**config.mk**
```make
export PLATFORM = sky130hd
export DESIGN_NAME = painterengine_gpu_pixel_source
export DESIGN_NICKNAME = d
export VERILOG_FILES = /design/src/rtl/painterengine_gpu_pkg.sv /design/src/rtl/painterengine_gpu_sync_fifo.sv /design/src/rtl/painterengine_gpu_pixel_source.sv
export SDC_FILE = /design/constraint.sdc
export NUM_CORES = 1
export LEC_CHECK = 0
export BUFFER_PORTS_ARGS = -buffer_cell sky130_fd_sc_hd__buf_2
export CAP_MARGIN = 30
export CORE_MARGIN = 4
export CORE_UTILIZATION = 64
export DETAILED_ROUTE_END_ITERATION = 6
export PLACE_DENSITY_LB_ADDON = 0.1
export SLEW_MARGIN = 20
export SYNTH_ARGS = -nofsm -noshare
export SYNTH_HDL_FRONTEND = slang
export SYNTH_SLANG_ARGS = --single-unit
```
**constraint.sdc**
```tcl
create_clock -name i_wire_clock -period 5 [get_ports i_wire_clock]
set_clock_uncertainty 0.2 [all_clocks]
set_input_delay 1 -clock i_wire_clock [delete_from_list [all_inputs] [get_ports i_wire_clock]]
set_output_delay 1 -clock i_wire_clock [all_outputs]
set_load 0.01 [all_outputs]
```
**src/rtl/painterengine_gpu_pkg.sv**
```systemverilog
// Shared definitions for the pixel source: FSM states, error codes, pattern modes
// and the word generator used by the producer.
package painterengine_gpu_pkg;

  typedef enum logic [2:0] {
    ST_IDLE  = 3'd0,
    ST_RUN   = 3'd1,
    ST_DRAIN = 3'd2,
    ST_DONE  = 3'd3,
    ST_ERROR = 3'd4
  } state_t;

  localparam logic [2:0] ERR_OK      = 3'd0;
  localparam logic [2:0] ERR_PARAM   = 3'd1;
  localparam logic [2:0] ERR_TIMEOUT = 3'd2;
  localparam logic [2:0] ERR_MODE    = 3'd3;

  localparam logic [1:0] MODE_SOLID    = 2'd0;
  localparam logic [1:0] MODE_CHECKER  = 2'd1;
  localparam logic [1:0] MODE_RAMP     = 2'd2;
  localparam logic [1:0] MODE_RESERVED = 2'd3;

  // Stall limit for a consumer that holds valid data without popping
  localparam logic [15:0] TIMEOUT_LIMIT = 16'hFFFF;

  // Word for index idx: checker alternates every 8 words, ramp wraps mod 2^32
  function automatic logic [31:0] pattern_word(input logic [1:0]  mode,
                                               input logic [31:0] color0,
                                               input logic [31:0] color1,
                                               input logic [31:0] idx);
    logic [31:0] word;
    case (mode)
      MODE_CHECKER: word = idx[3] ? color1 : color0;
      MODE_RAMP:    word = color0 + idx;
      default:      word = color0;
    endcase
    return word;
  endfunction

endpackage

```
**src/rtl/painterengine_gpu_sync_fifo.sv**
```systemverilog
// Single-clock FIFO with first-word-fall-through head; the head reads as zero when empty.
module painterengine_gpu_sync_fifo #(
  parameter int WIDTH = 32,
  parameter int DEPTH = 4
) (
  input  logic                     i_wire_clock,
  input  logic                     i_wire_reset,
  input  logic                     i_wire_push,
  input  logic                     i_wire_pop,
  input  logic                     i_wire_flush,
  input  logic [WIDTH-1:0]         i_wire_data,
  output logic [WIDTH-1:0]         o_wire_data,
  output logic                     o_wire_full,
  output logic                     o_wire_empty,
  output logic [$clog2(DEPTH):0]   o_wire_count
);

  localparam int AW    = $clog2(DEPTH);
  localparam int CNT_W = AW + 1;

  logic [WIDTH-1:0] mem_reg [DEPTH];
  logic [AW-1:0]    wr_ptr_reg, rd_ptr_reg;
  logic [CNT_W-1:0] count_reg;
  logic             push_eff, pop_eff;

  assign o_wire_full  = (count_reg == CNT_W'(DEPTH));
  assign o_wire_empty = (count_reg == '0);
  assign o_wire_count = count_reg;
  assign o_wire_data  = o_wire_empty ? '0 : mem_reg[rd_ptr_reg];

  // Pops on an empty FIFO are dropped; a push into a full FIFO is allowed only alongside a pop
  assign pop_eff  = i_wire_pop && !o_wire_empty;
  assign push_eff = i_wire_push && (!o_wire_full || pop_eff);

  // Storage entries: each captures the incoming word when the write pointer selects it
  generate
    for (genvar gi = 0; gi < DEPTH; gi++) begin : g_entry
      always_ff @(posedge i_wire_clock) begin
        if (push_eff && (wr_ptr_reg == AW'(gi)))
          mem_reg[gi] <= i_wire_data;
      end
    end
  endgenerate

  // Pointer and occupancy bookkeeping; flush discards everything
  always_ff @(posedge i_wire_clock) begin
    if (i_wire_reset || i_wire_flush) begin
      wr_ptr_reg <= '0;
      rd_ptr_reg <= '0;
      count_reg  <= '0;
    end else begin
      if (push_eff) wr_ptr_reg <= wr_ptr_reg + AW'(1);
      if (pop_eff)  rd_ptr_reg <= rd_ptr_reg + AW'(1);
      case ({push_eff, pop_eff})
        2'b10:   count_reg <= count_reg + CNT_W'(1);
        2'b01:   count_reg <= count_reg - CNT_W'(1);
        default: count_reg <= count_reg;
      endcase
    end
  end

endmodule

```
**src/rtl/painterengine_gpu_pixel_source.sv**
```systemverilog
// Pattern generator that streams solid / checker / ramp words into a FIFO read by a DMA writer.
module painterengine_gpu_pixel_source
  import painterengine_gpu_pkg::*;
#(
  parameter int PARAM_FIFO_DEPTH = 4
) (
  input  logic        i_wire_clock,
  input  logic        i_wire_reset,
  input  logic        i_wire_start,
  input  logic        i_wire_clear,
  input  logic [1:0]  i_wire_mode,
  input  logic [31:0] i_wire_color0,
  input  logic [31:0] i_wire_color1,
  input  logic [31:0] i_wire_length,
  output logic [31:0] o_wire_data,
  output logic        o_wire_data_valid,
  input  logic        i_wire_data_next,
  output logic        o_wire_busy,
  output logic        o_wire_done,
  output logic        o_wire_error,
  output logic [2:0]  o_wire_error_type
);

  localparam int CNT_W = $clog2(PARAM_FIFO_DEPTH) + 1;

  state_t      state_reg, state_next;
  logic [1:0]  mode_reg, mode_next;
  logic [31:0] color0_reg, color0_next;
  logic [31:0] color1_reg, color1_next;
  logic [31:0] length_reg, length_next;
  logic [31:0] index_reg, index_next;
  logic [15:0] timeout_reg, timeout_next;
  logic [2:0]  error_type_reg, error_type_next;

  logic             fifo_push, fifo_pop, fifo_flush, fifo_full, fifo_empty;
  logic [CNT_W-1:0] fifo_count;
  logic [31:0]      push_word;

  assign fifo_pop  = i_wire_data_next && !fifo_empty;
  assign push_word = pattern_word(mode_reg, color0_reg, color1_reg, index_reg);

  painterengine_gpu_sync_fifo #(
    .WIDTH(32),
    .DEPTH(PARAM_FIFO_DEPTH)
  ) u_fifo (
    .i_wire_clock (i_wire_clock),
    .i_wire_reset (i_wire_reset),
    .i_wire_push  (fifo_push),
    .i_wire_pop   (fifo_pop),
    .i_wire_flush (fifo_flush),
    .i_wire_data  (push_word),
    .o_wire_data  (o_wire_data),
    .o_wire_full  (fifo_full),
    .o_wire_empty (fifo_empty),
    .o_wire_count (fifo_count)
  );

  // Job state and latched parameters
  always_ff @(posedge i_wire_clock) begin
    if (i_wire_reset) begin
      state_reg      <= ST_IDLE;
      mode_reg       <= MODE_SOLID;
      color0_reg     <= '0;
      color1_reg     <= '0;
      length_reg     <= '0;
      index_reg      <= '0;
      timeout_reg    <= '0;
      error_type_reg <= ERR_OK;
    end else begin
      state_reg      <= state_next;
      mode_reg       <= mode_next;
      color0_reg     <= color0_next;
      color1_reg     <= color1_next;
      length_reg     <= length_next;
      index_reg      <= index_next;
      timeout_reg    <= timeout_next;
      error_type_reg <= error_type_next;
    end
  end

  // Next-state, producer push and consumer-stall watchdog
  always_comb begin
    state_next      = state_reg;
    mode_next       = mode_reg;
    color0_next     = color0_reg;
    color1_next     = color1_reg;
    length_next     = length_reg;
    index_next      = index_reg;
    timeout_next    = timeout_reg;
    error_type_next = error_type_reg;
    fifo_push       = 1'b0;
    fifo_flush      = 1'b0;

    case (state_reg)
      ST_IDLE: begin
        if (i_wire_start) begin
          mode_next    = i_wire_mode;
          color0_next  = i_wire_color0;
          color1_next  = i_wire_color1;
          length_next  = i_wire_length;
          index_next   = '0;
          timeout_next = '0;
          // A zero-length job is reported ahead of an unsupported mode
          if (i_wire_length == '0) begin
            state_next      = ST_ERROR;
            error_type_next = ERR_PARAM;
          end else if (i_wire_mode == MODE_RESERVED) begin
            state_next      = ST_ERROR;
            error_type_next = ERR_MODE;
          end else begin
            state_next = ST_RUN;
          end
        end
      end
      ST_RUN: begin
        if (!fifo_full || fifo_pop) begin
          fifo_push  = 1'b1;
          index_next = index_reg + 32'd1;
          if (index_reg == length_reg - 32'd1)
            state_next = ST_DRAIN;
        end
      end
      ST_DRAIN: begin
        if (fifo_pop && (fifo_count == CNT_W'(1)))
          state_next = ST_DONE;
      end
      ST_DONE, ST_ERROR: begin
        if (i_wire_clear) begin
          fifo_flush      = 1'b1;
          state_next      = ST_IDLE;
          error_type_next = ERR_OK;
        end
      end
      default: state_next = ST_IDLE;
    endcase

    // The watchdog overrides normal progress once the consumer has stalled too long
    if (fifo_pop) begin
      timeout_next = '0;
    end else if (((state_reg == ST_RUN) || (state_reg == ST_DRAIN)) && !fifo_empty) begin
      timeout_next = timeout_reg + 16'd1;
      if (timeout_reg == TIMEOUT_LIMIT - 16'd1) begin
        state_next      = ST_ERROR;
        error_type_next = ERR_TIMEOUT;
        fifo_push       = 1'b0;
        index_next      = index_reg;
      end
    end
  end

  assign o_wire_data_valid = !fifo_empty;
  assign o_wire_busy       = (state_reg == ST_RUN) || (state_reg == ST_DRAIN);
  assign o_wire_done       = (state_reg == ST_DONE);
  assign o_wire_error      = (state_reg == ST_ERROR);
  assign o_wire_error_type = error_type_reg;

endmodule

```
=== Word level (Yosys, flattened, before mapping) ===
Memory sizes are Yosys's and may differ from the RTL's. A register that Yosys moved wholly into a read port is not among the register bits.
Index checks and enable logic that the tools add are counted.

* Register bits after elaboration: 159
* Latch bits: 0
* Memory bits (writable): 128
* Bits in read-only memories: 0
* Output and inout bits: 39
* Memories: 1

{| class="wikitable"
|+ Memories
! memory !! depth !! bits a word !! rd ports !! clocked after Yosys merged registers in !! wr ports !! line !! source
|-
| u_fifo.mem_reg || 4 || 32 || 1 || 1 || 1 || painterengine_gpu_sync_fifo.sv:21 || <nowiki>logic [WIDTH-1:0] mem_reg [DEPTH];</nowiki>
|}

* $add $sub $neg: 8
* Multipliers: 0
* Divide/modulo/power cells: 0
* Magnitude comparators: 0
* Equal/unequal tests: 17
* Shift-type cells: 0
* Muxes and demuxes: 58
* Bitwise operators: 0
* Reductions and logical operators: 29

{| class="wikitable"
|+ Operators by type and width
! kind !! number
|-
| 32-bit 2-to-1 mux || 10
|-
| 32-bit case mux with 2 select lines || 2
|-
| 32-bit OR reduction || 3
|-
| 3-bit 2-to-1 mux || 17
|-
| 16-bit 2-to-1 mux || 3
|-
| 32-bit by 1-bit adder with 32-bit output, second input constant || 1
|-
| 32-bit adder || 1
|-
| 32-bit == test || 1
|-
| 32-bit logical NOT || 1
|-
| 32-bit by 1-bit subtractor with 32-bit output, second input constant || 1
|-
| 1-bit 2-to-1 mux || 18
|-
| 16-bit by 1-bit adder with 16-bit output, second input constant || 1
|-
| 16-bit == test, second input constant || 1
|-
| 3-bit case mux with 2 select lines || 2
|-
| 3-bit case mux with 4 select lines || 1
|-
| 2-bit == test, second input constant || 5
|-
| 2-bit 2-to-1 mux || 5
|-
| 1-bit logical AND || 9
|-
| 2-bit by 1-bit == test with 1-bit output, second input constant || 3
|-
| 3-bit by 1-bit == test with 1-bit output, second input constant || 2
|-
| 3-bit by 2-bit == test with 1-bit output, second input constant || 2
|-
| 3-bit == test, second input constant || 2
|-
| 3-bit logical NOT || 2
|-
| 2-bit nonzero test || 3
|-
| other kinds (9) || 16
|}

=== Logic depth before layout (Yosys ltp) ===
Gate-level depths: netlist of the first run.

* Depth after elaboration: 17
* Mapped depth: 13

=== Modules after synthesis ===
A second synthesis of the first run with hierarchy kept.

* Cells, all modules: 1521
* Area total of the unflattened synthesis: 14699.1 µm²

{| class="wikitable"
|+ By module, submodules not included
! module !! times used !! cells an instance !! area each (µm²)
|-
| painterengine_gpu_pixel_source || 1 || 1263 || 9380.2
|-
| painterengine_gpu_sync_fifo || 1 || 258 || 5318.9
|}

=== Worst setup path after synthesis of the first run ===
OpenSTA, ideal clock, no wires.

* Path type: register to register
* Start point: register index_reg[7]
* End point: memory u_fifo.mem_reg[0][30], data pin
* Setup time: 0.201 ns
* Arrival: 2.884 ns
* Slack: 1.715 ns
* Cell stages (with the launch flop): 11
* Path buffers: 0
* Period minus slack after synthesis: 3.285 ns
* Cell sequence: dfxtp_1 -> ha_1 -> a21oi_1 -> o21ai_0 -> a2111oi_0 -> a211oi_1 -> a21oi_1 -> a21oi_1 -> a22oi_1 -> mux2_2 -> o21ai_0

* Word-level cells in the longest chain between the ends: 5

{| class="wikitable"
|+ Ends and longest elaborated chain
! element !! line !! source
|-
| from (decl) || painterengine_gpu_pixel_source.sv:31 || <nowiki>logic [31:0] index_reg, index_next;</nowiki>
|-
| from (signal assigned) || painterengine_gpu_pixel_source.sv:75 || <nowiki>index_reg <= index_next;</nowiki>
|-
| 32-bit adder (*) || painterengine_gpu_pkg.sv:34 || <nowiki>MODE_RAMP: word = color0 + idx;</nowiki>
|-
| 32-bit case mux with 2 select lines (*) || painterengine_gpu_pkg.sv:32 || <nowiki>case (mode)</nowiki>
|-
| via push_word[30] || painterengine_gpu_pixel_source.sv:37 || <nowiki>logic [31:0] push_word;</nowiki>
|-
| 32-bit 2-to-1 mux (no source line) (2 in series) || -- ||
|-
| 32-bit 2-to-1 mux (no source line) (*) || -- ||
|-
| to (decl) || painterengine_gpu_sync_fifo.sv:21 ||
|}

Mark *: on every way through the listed nets, which the timed path passes. The rest lies on a longest branch.

=== Final worst setup path of the first run ===
Ends and elaborated chain as after synthesis.

==> metrics, run 1 <==
outcome completed; detailed-route DRC error count 0; most frequent cells in the layout nand2_1, dfxtp_1, a21oi_1, buf_2, edfxtp_1; CTS tree yes; Routed WL roughly 34,000 um; antenna cells 0; Cells after Synth between 1,000 and 1,500; first-pass GRT wire length roughly 54,000 um; Main synth FF type dfxtp_1; hold_buf cts 0; Fin. Hold Viols 0; CP Launch Type flop; TritonCTS Buffers 29; worst skew pair latency 0.54 ns; Die ar. 24,970 um2; setup TNS 0 ns; Worst-path clk slew 0.06 ns; count of cell types in the netlist 76; Core Footprint 21,960 um2; crit share post-route 0.7886; DP HPWL 23,910 um; Area Overhead vs Synth 12.95%; GPL Wtd Cong approximately 0.91; Initial Util 0.6561; Post-CTS Setup Bufs 0; critical-path cell with the highest stage delay a2111oi_0; crit path launch index_reg[7]; fin nets roughly 1,700; remaining global-route overflow 0; routed vias 11,320; Largest register FFs 128; CTS root buf clkbuf_16; Gates resized, CTS repair 0; clock power share 0.349; antenna-violating nets left 0; most common cell after layout, fill and taps aside nand2_1; Port Buffers 141; synthesized area per cell between 9 and 10 um2; Worst Path Max Fanout 7; Max IR drop VDD 0.3657 mV; Worst setup EP type flop; setup ws final 1.057 ns; vias in the first global route 10,710; critical-path cell list ha_1 -> a21oi_1 -> o21ai_0 -> a2111oi_0 -> a211oi_1 -> a21oi_1 -> a21oi_1 -> a22oi_1 -> mux2_2 -> o21ai_0; Setup violations, final 0; Final Max Tran Viols 0; Crit Path Category flop to flop; Total Power roughly 0.0061 W; largest net degree at the start of global routing 106; register area share after synthesis 0.4905; WP data required 5.12 ns; Iteration-0 DRC Markers around 980; Async SR Flop Fraction 0; EDFF count, synth around 130; Overall Global Routing Usage 0.2699; sequential share of power 0.444; Worst slew margin 0.3686; pre-CTS setup slack between 1 and 1.5 ns; CTS H-tree depth 1; worst slew pin tran 0.9471 ns; fmax 253.6 MHz; Die Span Y 158.0 um; drt wl/cell 18.07 um; min Tclk post-route between 3 and 4 ns; row count 54; Via density 6.011; CP most frequent cell a21oi_1; share of cells above drive strength 1 0.1572; unrepaired setup endpoints after global routing no; slowest stage delay, CP between 0.7 and 0.8 ns; Top delay family on crit path compound AO/OA/AOI/OAI gates; HP Start color1_reg[26]; clock sink count between 200 and 300; Die X 158.0 um; Sw Share 0.2806; CP bufs+invs 0; switching power 0.001721 W; Ys Warns 0; Seq cells post-synth 289; deepest clock path buffer count 3; Synth Cell Area 14,410 um2; Worst R2R Start index_reg[7]; internal power ~0.0044 W; initial antenna violation count 0; Arr. time, crit path around 4.1 ns; pwr dens roughly 380 nW/um2; max-cap violation count 0; drt first pass iters 5; Comb pwr share 0.206; syn nets 1,618; leakage 6.198 nW; Worst Hold Class flop to flop; boundary pin count 142
-- cells in the mapped netlist, types with 32 or more instances --
cell type	number	area (um2)
a21oi_1	155	775.7
and2_1	44	275.3
clkbuf_1	66	247.7
dfxtp_1	161	3223
edfxtp_1	128	3844
ha_1	46	575.6
mux4_2	32	720.7
nand2_1	260	975.9
nor2_1	86	322.8
o21ai_0	62	310.3
xnor2_1	49	429.2
xor2_1	51	446.7
-- metrics by stage --
step                      utilization  cells  instance area [um2]  hold slack [ns]
after floorplan                     -   1468                14410           0.2360
after global placement         0.6958   1828                15280           0.2446
after detailed placement       0.6970   1829                15310           0.2495
after CTS                      0.7398   1882                16240           0.2577
after global routing           0.7410   1883                16270           0.2772
final                          0.7410   1883                16270           0.2564
-- worst paths after layout --
| check | end | slack [ns] | cells after the start |
|---|---|---|---|
| hold reg to reg | color1_reg[26] | 0.26 | 2 |
| setup reg to reg | u_fifo.mem_reg[0][30] | 1.06 | 10 |
| hold / removal | color1_reg[26] | 0.26 | 2 |
| setup / recovery | u_fifo.mem_reg[0][30] | 1.06 | 10 |
-- kinds of logic after synthesis --
group	share of synthesized area
and+or+nand+nor	0.1839
AOI/OAI and AO/OA	0.1408
DFF	0.4905
xor gates and xnor gates	0.06080
buffers and inverters	0.02762
adders and majority gates	0.04134
muxes	0.05498
-- tightest hold or removal path, delay by kind of cell (launching register included) --
kind | cells | cell delay [ns]
simple gates | 1 | 0.05
compound gates | 1 | 0.05
flops | 1 | 0.31
-- power groups by stage --
stage                     Clock (W)  Combinational (W)  Sequential (W)
after global routing        0.00228            0.00141         0.00275
after CTS                   0.00217            0.00127         0.00273
after global placement            0            0.00123         0.00277
final                       0.00214            0.00127         0.00273
after detailed placement          0            0.00126         0.00278
after floorplan                   0           0.000931         0.00269
-- layout make-up --
type                            instances  area (um2)
Fill cell                            1642        5687
Timing Repair Buffer                  157       868.3
Inverter                               25       93.84
Tap cell                              280       350.3
Clock buffer                           36       762.0
Sequential cell                       289        7069
Clock inverter                         17       176.4
Multi-Input combinational cell       1079        6952
-- routing by layer --
metal	global-route usage	wire length (um)
met2	0.4437	16060
met5	0	0
met3	0.03909	2334
met1	0.3847	14940
met4	0.06052	680
No activity file was read; power rests on OpenSTA's default activity.
==> run 2, diff against run 1 <==
ABC_AREA = 1   (was default)
CORE_UTILIZATION = 55   (was 64)
clock period = 3.6 ns   (was 5 ns; I/O delays follow)
==> run 2 against run 1 <==
Against the previous run:
- global-route usage rose by 0.68 points
- wire length rose by 33%
- area after synthesis rose by 11%
- die area rose by 28%
- via count rose by 30%
- worst hold slack got worse by 0.072 ns
- setup slack got worse by 0.87 ns
- synthesized cell count rose by 40%
- highest routed layer is now met5
==> metrics, run 2 <==
Yosys top cell area share 0.2405 (was 0.2668); Reg2Reg Depth 12 (was 10); CTS root buf clkbuf_16 (unchanged); Ys Warns 0 (unchanged); clock power share 0.334 (was 0.349); Worst-path clk slew 0.06 ns (about the same); Worst Hold Class input port to flop (was flop to flop); Async SR Flop Fraction 0 (unchanged); reg-to-reg endpoint u_fifo.mem_reg[0][30] (unchanged); leading area contributor after synthesis edfxtp_1 (unchanged); Crit Path Category flop to output port (was flop to flop); Gates resized, CTS repair 0 (unchanged); Die Span Y 178.5 um (was 158.0 um); Sw Share 0.3216 (was 0.2806); setup TNS 0 ns (unchanged); Synth Cell Area 15,980 um2 (was 14,410 um2); register area 7068 um2 (was 7069 um2); max-cap violation count 0 (unchanged); DP HPWL 33,330 um (was 23,910 um); Iteration-0 DRC Markers 1,234 (was 975); Overall Global Routing Usage 0.2766 (was 0.2699); Port Buffers 141 (unchanged); crit share post-route 0.9467; Worst slew margin 0.3929 (was 0.3686); outcome completed (unchanged); first-pass GRT wire length 70,900 um (was 54,420 um); remaining global-route overflow 0 (unchanged); most frequent cells in the layout nor2_1, nand2_1, o21ai_0, a21oi_1, inv_1 (was nand2_1, dfxtp_1, a21oi_1, buf_2, edfxtp_1); CP Launch Type flop (unchanged); Comb pwr share 0.243 (was 0.206); vias in the first global route 13,670 (was 10,710); share of cells above drive strength 1 0.1263 (was 0.1572); antenna cells 0 (unchanged); crit path capture o_wire_data[3] (was u_fifo.mem_reg[0][30]); min Tclk post-route between 3 and 4 ns; boundary pin count 142 (unchanged); unrepaired setup endpoints after global routing no (unchanged); Die X 178.5 um (was 158.0 um); Worst setup EP type output port (was flop); Post-CTS Setup Bufs 0 (unchanged); Multi-input gate area 7797 um2 (was 6952 um2); TritonCTS Buffers 29 (unchanged); deepest clock path buffer count 3 (unchanged); CTS H-tree depth 1 (unchanged); worst slew pin tran 0.9023 ns (was 0.9471 ns); Worst Path Max Fanout 18 (was 7); detailed-route DRC error count 0 (unchanged); Main synth FF type dfxtp_1 (unchanged); Initial Util 0.5568 (was 0.6561); routed vias 14,660 (was 11,320); Largest register FFs 128 (unchanged); drt wl/cell 17.60 um (was 18.07 um); Cells after Synth 2,062 (was 1,468); Final Max Tran Viols 0 (unchanged); largest net degree at the start of global routing 84 (was 106); CTS tree yes (unchanged); Arr. time, crit path 2.49 ns (was 4.06 ns); internal power 0.006212 W (was 0.004413 W); WP data required 2.68 ns (was 5.12 ns); Worst R2R Start index_reg[0] (was index_reg[7]); leakage 7.250 nW (was 6.198 nW); Die ar. 31,850 um2 (was 24,970 um2); top post-synthesis cells by count nor2_1, nand2_1, o21ai_0, a21oi_1, inv_1 (was nand2_1, dfxtp_1, a21oi_1, edfxtp_1, nor2_1); Fillers 2,581 (was 1,642); register area share after synthesis 0.4421 (was 0.4905); fmax 293.4 MHz; syn nets 2,212 (was 1,618); EDFF count, synth 128 (unchanged); Area Overhead vs Synth 12.65% (was 12.95%); Via density 5.688 (was 6.011); Hold Slack 0.1841 ns (was 0.2564 ns); sequential share of power 0.423 (was 0.444); count of cell types in the netlist 53 (was 76); initial antenna violation count 1 (was 0); flop2flop setup slack 0.57 ns (was 1.06 ns); crit path launch u_fifo.o_wire_count[1] (was index_reg[7]); switching power 0.002945 W (was 0.001721 W); antenna-violating nets left 0 (unchanged); drt first pass iters 6 (was 5); worst skew pair latency 0.56 ns (was 0.54 ns); fin nets 2,321 (was 1,731); Routed WL 45,380 um (was 34,020 um); most common cell in the netlist nor2_1 (was nand2_1); clock sink count 289 (unchanged); most common cell after layout, fill and taps aside nor2_1 (was nand2_1); Seq cells post-synth 289 (unchanged); Fin. Hold Viols 0 (unchanged); Setup violations, final 0 (unchanged); row count 62 (was 54); Core Footprint 28,700 um2 (was 21,960 um2); GPL Wtd Cong 0.9647 (was 0.9139); Max IR drop VDD 0.3499 mV (was 0.3657 mV); synth top area cells edfxtp_1, dfxtp_1, nor2_1, o21ai_0, a21oi_1 (was edfxtp_1, dfxtp_1, nand2_1, a21oi_1, mux4_2); pwr dens 508.6 nW/um2 (was 377.0 nW/um2); hold_buf cts 0 (unchanged); synthesized area per cell 7.751 um2 (was 9.814 um2)
==> run 2: cell count changes after synthesis, moves of 30 or more <==
cell and change:
a21oi_1 +55, and2_1 -44, inv_1 +163, mux4_2 -32, nand3_1 +43, nor2_1 +284, nor3_1 +31, o21ai_0 +173
xnor2_1 -30
==> run 2: worst min path at each step <==
stage,cells after the start,slack [ns],startpoint,endpoint
floorplan,2,0.22,color1_reg[0],color1_reg[0]
global placement,2,0.25,color1_reg[1],color1_reg[1]
detailed placement,2,0.25,color1_reg[1],color1_reg[1]
CTS,3,0.17,i_wire_color1[24],color1_reg[24]
global route,3,0.19,i_wire_color0[30],color0_reg[30]
finish,3,0.18,i_wire_color1[24],color1_reg[24]
==> run 2: layer usage <==
layer	part of all wire	global-route usage	up-vias
li1	-	-	7255
met1	0.44	0.3661	6864
met2	0.49	0.4884	454
met3	0.055	0.02777	89
met4	0.022	0.06812	2
met5	0.00029	0	-
==> run 2: cell families after synthesis <==
kind of cell    count (synthesis)  share of synthesized area
simple gates                  841                     0.2348
buf+inv                       293                    0.07108
compound gates                535                     0.1835
xor+xnor                       57                    0.03124
fa+ha+maj                      47                    0.03726
flops                         289                     0.4421
==> run 2: power by group through the flow <==
stage / clock [W] / combinational (W) / sequential [W]
finish: 0.00306 / 0.00223 / 0.00387
global route: 0.00322 / 0.00248 / 0.00389
CTS: 0.00309 / 0.00220 / 0.00387
detailed placement: 0 / 0.00219 / 0.00394
global placement: 0 / 0.00215 / 0.00393
floorplan: 0 / 0.00147 / 0.00389
==> run 2: metrics by stage <==
stage,util,worst slack (ns),power [W],cells,cell area [um2]
3_5_place_dp,0.5931,0.6281,0.006125,2523,17020
2_1_floorplan,-,0.3986,0.005361,2062,15980
5_1_grt,0.6273,0.05577,0.009597,2578,18000
3_3_place_gp,0.5931,0.6678,0.006080,2523,17020
6_report,0.6273,0.1918,0.009157,2578,18000
4_1_cts,0.6263,0.1414,0.009167,2577,17980
==> run 2: cell type report <==
class | count | share of cell area
multi-input combinational | 1480 | 0.4331
sequential | 289 | 0.3926
timing repair buffer | 163 | 0.05087
inverter | 208 | 0.04378
clock buffer | 38 | 0.04218
tap | 384 | 0.02669
clock inverter | 16 | 0.01084
==> run 2: critical path, cell delays in order, from the launching register on <==
cell and delay [ns]:
dfxtp_1 0.33, inv_1 0.11, ha_1 0.22, nand2_4 0.08
inv_1 0.57, buf_4 0.36, a21oi_1 0.07, buf_2 0.15
==> run 3, diff against run 2 <==
CORE_ASPECT_RATIO = 1.2   (was default)
==> run 3 against run 2 <==
Against the previous run:
- worst hold slack better by 0.0011 ns
- register-to-register slack hardly changed
- wire length is 0.42% lower
- critical path depth is 1 higher
- flip-flop and latch count stayed put
- combinational power is 2% higher
- sequential power hardly changed
- non-clock buffer count is 2 higher
- global-route usage is 0.28 points lower
- maximum frequency is 8.4% higher
- clock power is 4% higher
- largest cell class unchanged
==> metrics, run 3 (same netlist as run 2, synthesis figures left out) <==
outcome completed (unchanged); CP bufs+invs 5 (was 4); antenna-violating nets left 0 (unchanged); detailed-route DRC error count 0 (unchanged); Arr. time, crit path 2.23 ns (was 2.49 ns); Die X 163.6 um (was 178.5 um); Iteration-0 DRC Markers 1,152 (was 1,234); CTS root buf clkbuf_16 (unchanged); drt first pass iters 5 (was 6); clock sink count 289 (unchanged); largest net degree at the start of global routing 99 (was 84); CTS H-tree depth 1 (unchanged); max-cap violation count 0 (unchanged); pwr dens 515.8 nW/um2 (was 508.6 nW/um2); leakage 7.323 nW (was 7.250 nW); Overall Global Routing Usage 0.2739 (was 0.2766); most frequent cells in the layout nor2_1, nand2_1, o21ai_0, a21oi_1, inv_1 (unchanged); worst slew pin tran 0.8991 ns (was 0.9023 ns); critical-path cell with the highest stage delay dfxtp_1 (was inv_1); Worst Hold Class input port to flop (unchanged); CP Launch Type flop (unchanged); drt wl/cell 17.49 um (was 17.60 um); row count 68 (was 62); CP most frequent cell inv_1 (unchanged); Crit Path Category flop to output port (unchanged); fmax 318.0 MHz (was 293.4 MHz); Post-CTS Setup Bufs 0 (unchanged); boundary pin count 142 (unchanged); Gates resized, CTS repair 0 (unchanged); Worst-path clk slew 0.06 ns (about the same); remaining global-route overflow 0 (unchanged); setup TNS 0 ns (unchanged); most common cell after layout, fill and taps aside nor2_1 (unchanged); pre-CTS setup slack 0.6265 ns (was 0.6281 ns); Worst Path Max Fanout 18 (unchanged); Area Overhead vs Synth 13.27% (was 12.65%); Fin. Hold Viols 0 (unchanged); critical-path cell list inv_1 -> ha_1 -> nand2_4 -> inv_1 -> buf_16 -> buf_4 -> a21oi_1 -> buf_2 (was inv_1 -> ha_1 -> nand2_4 -> inv_1 -> buf_4 -> a21oi_1 -> buf_2); unrepaired setup endpoints after global routing no (unchanged); min Tclk post-route 3.145 ns (was 3.408 ns); fin nets 2,324 (was 2,321); Via density 5.611 (was 5.688); share of cells above drive strength 1 0.1310 (was 0.1263); GPL Wtd Cong 0.9452 (was 0.9647); DP HPWL 32,770 um (was 33,330 um); antenna cells 0 (unchanged); worst skew pair latency 0.56 ns (about the same); Worst slew margin 0.3951 (was 0.3929); deepest clock path buffer count 3 (unchanged); Largest register FFs 128 (unchanged); Top delay family on crit path buffers and inverters (unchanged); vias in the first global route 13,690 (was 13,670); setup ws final 0.4549 ns (was 0.1918 ns); CTS tree yes (unchanged); Initial Util 0.5574 (was 0.5568); hold_buf cts 0 (unchanged); WP data required 2.68 ns (about the same); Worst setup EP type output port (unchanged); initial antenna violation count 0 (was 1); Port Buffers 141 (unchanged); routed vias 14,490 (was 14,660); slowest stage delay, CP 0.40 ns (was 0.57 ns); Max IR drop VDD 0.3711 mV (was 0.3499 mV); Final Max Tran Viols 0 (unchanged); Die Span Y 194.7 um (was 178.5 um); first-pass GRT wire length 70,810 um (was 70,900 um); Setup violations, final 0 (unchanged); TritonCTS Buffers 30 (was 29); Die ar. 31,860 um2 (was 31,850 um2); Core Footprint 28,670 um2 (was 28,700 um2); crit share post-route 0.8736 (was 0.9467); Routed WL 45,190 um (was 45,380 um)
[run 3: cell count changes in the layout (fill, tap and decap cells not counted), sizes merged]
cell,previous run,this run
buf,163,164
clkinvlp,3,1
inv,206,208
bufinv,4,3
clkinv,11,12
clkbuf,38,41
[run 3: worst reg2reg max path: stages, from the launching register on]
cell and delay, ns:
dfxtp_1 0.41, ha_1 0.43, nand2_1 0.14, nor2_1 0.11
inv_1 0.08, nor4_1 0.47, nand3_1 0.29, nand3b_1 0.15
nand3_1 0.08, a21oi_1 0.39
[run 3: area by class of cell]
cell class	instances	area, um2
flip-flops and latches	289	7068
clock buffers	40	853.3
inverters	208	788.3
repair buffers	165	948.4
multi-input cells	1480	7797
well taps	385	481.7
fillers	2582	10570
clock inverters	16	166.4
[run 3: final timing paths]
check                               from                    end  slack (ns)  depth (start not counted)
hold / removal         i_wire_color0[27]         color0_reg[27]        0.19                          3
setup reg to reg           index_reg[24]  u_fifo.mem_reg[2][31]        0.57                          9
hold reg to reg            color1_reg[2]          color1_reg[2]        0.26                          2
setup / recovery  u_fifo.o_wire_count[0]        o_wire_data[21]        0.45                          8
[run 3: per-layer routing]
layer  part of all wire  track usage
met5                  0            0
met4              0.032      0.08080
met3              0.060      0.02503
met2               0.49       0.4803
met1               0.42       0.3591
[run 3: stage by stage]
step                      cell area [um2]  power [W]  cells  hold WS (ns)  utilization
final                               18100   0.009337   2583        0.1852       0.6314
after global routing                18100   0.009792   2583        0.1911       0.6314
after CTS                           18050   0.009306   2581        0.1709       0.6296
after detailed placement            17030   0.006128   2525        0.2492       0.5940
after global placement              17030   0.006082   2525        0.2417       0.5940
after floorplan                     15980   0.005361   2062        0.2245            -
[run 3: power breakdown]
part           internal (W)  switching [W]  total, W
registers           0.00372       0.000151   0.00387
clock network       0.00188        0.00131   0.00319
logic              0.000762        0.00151   0.00227
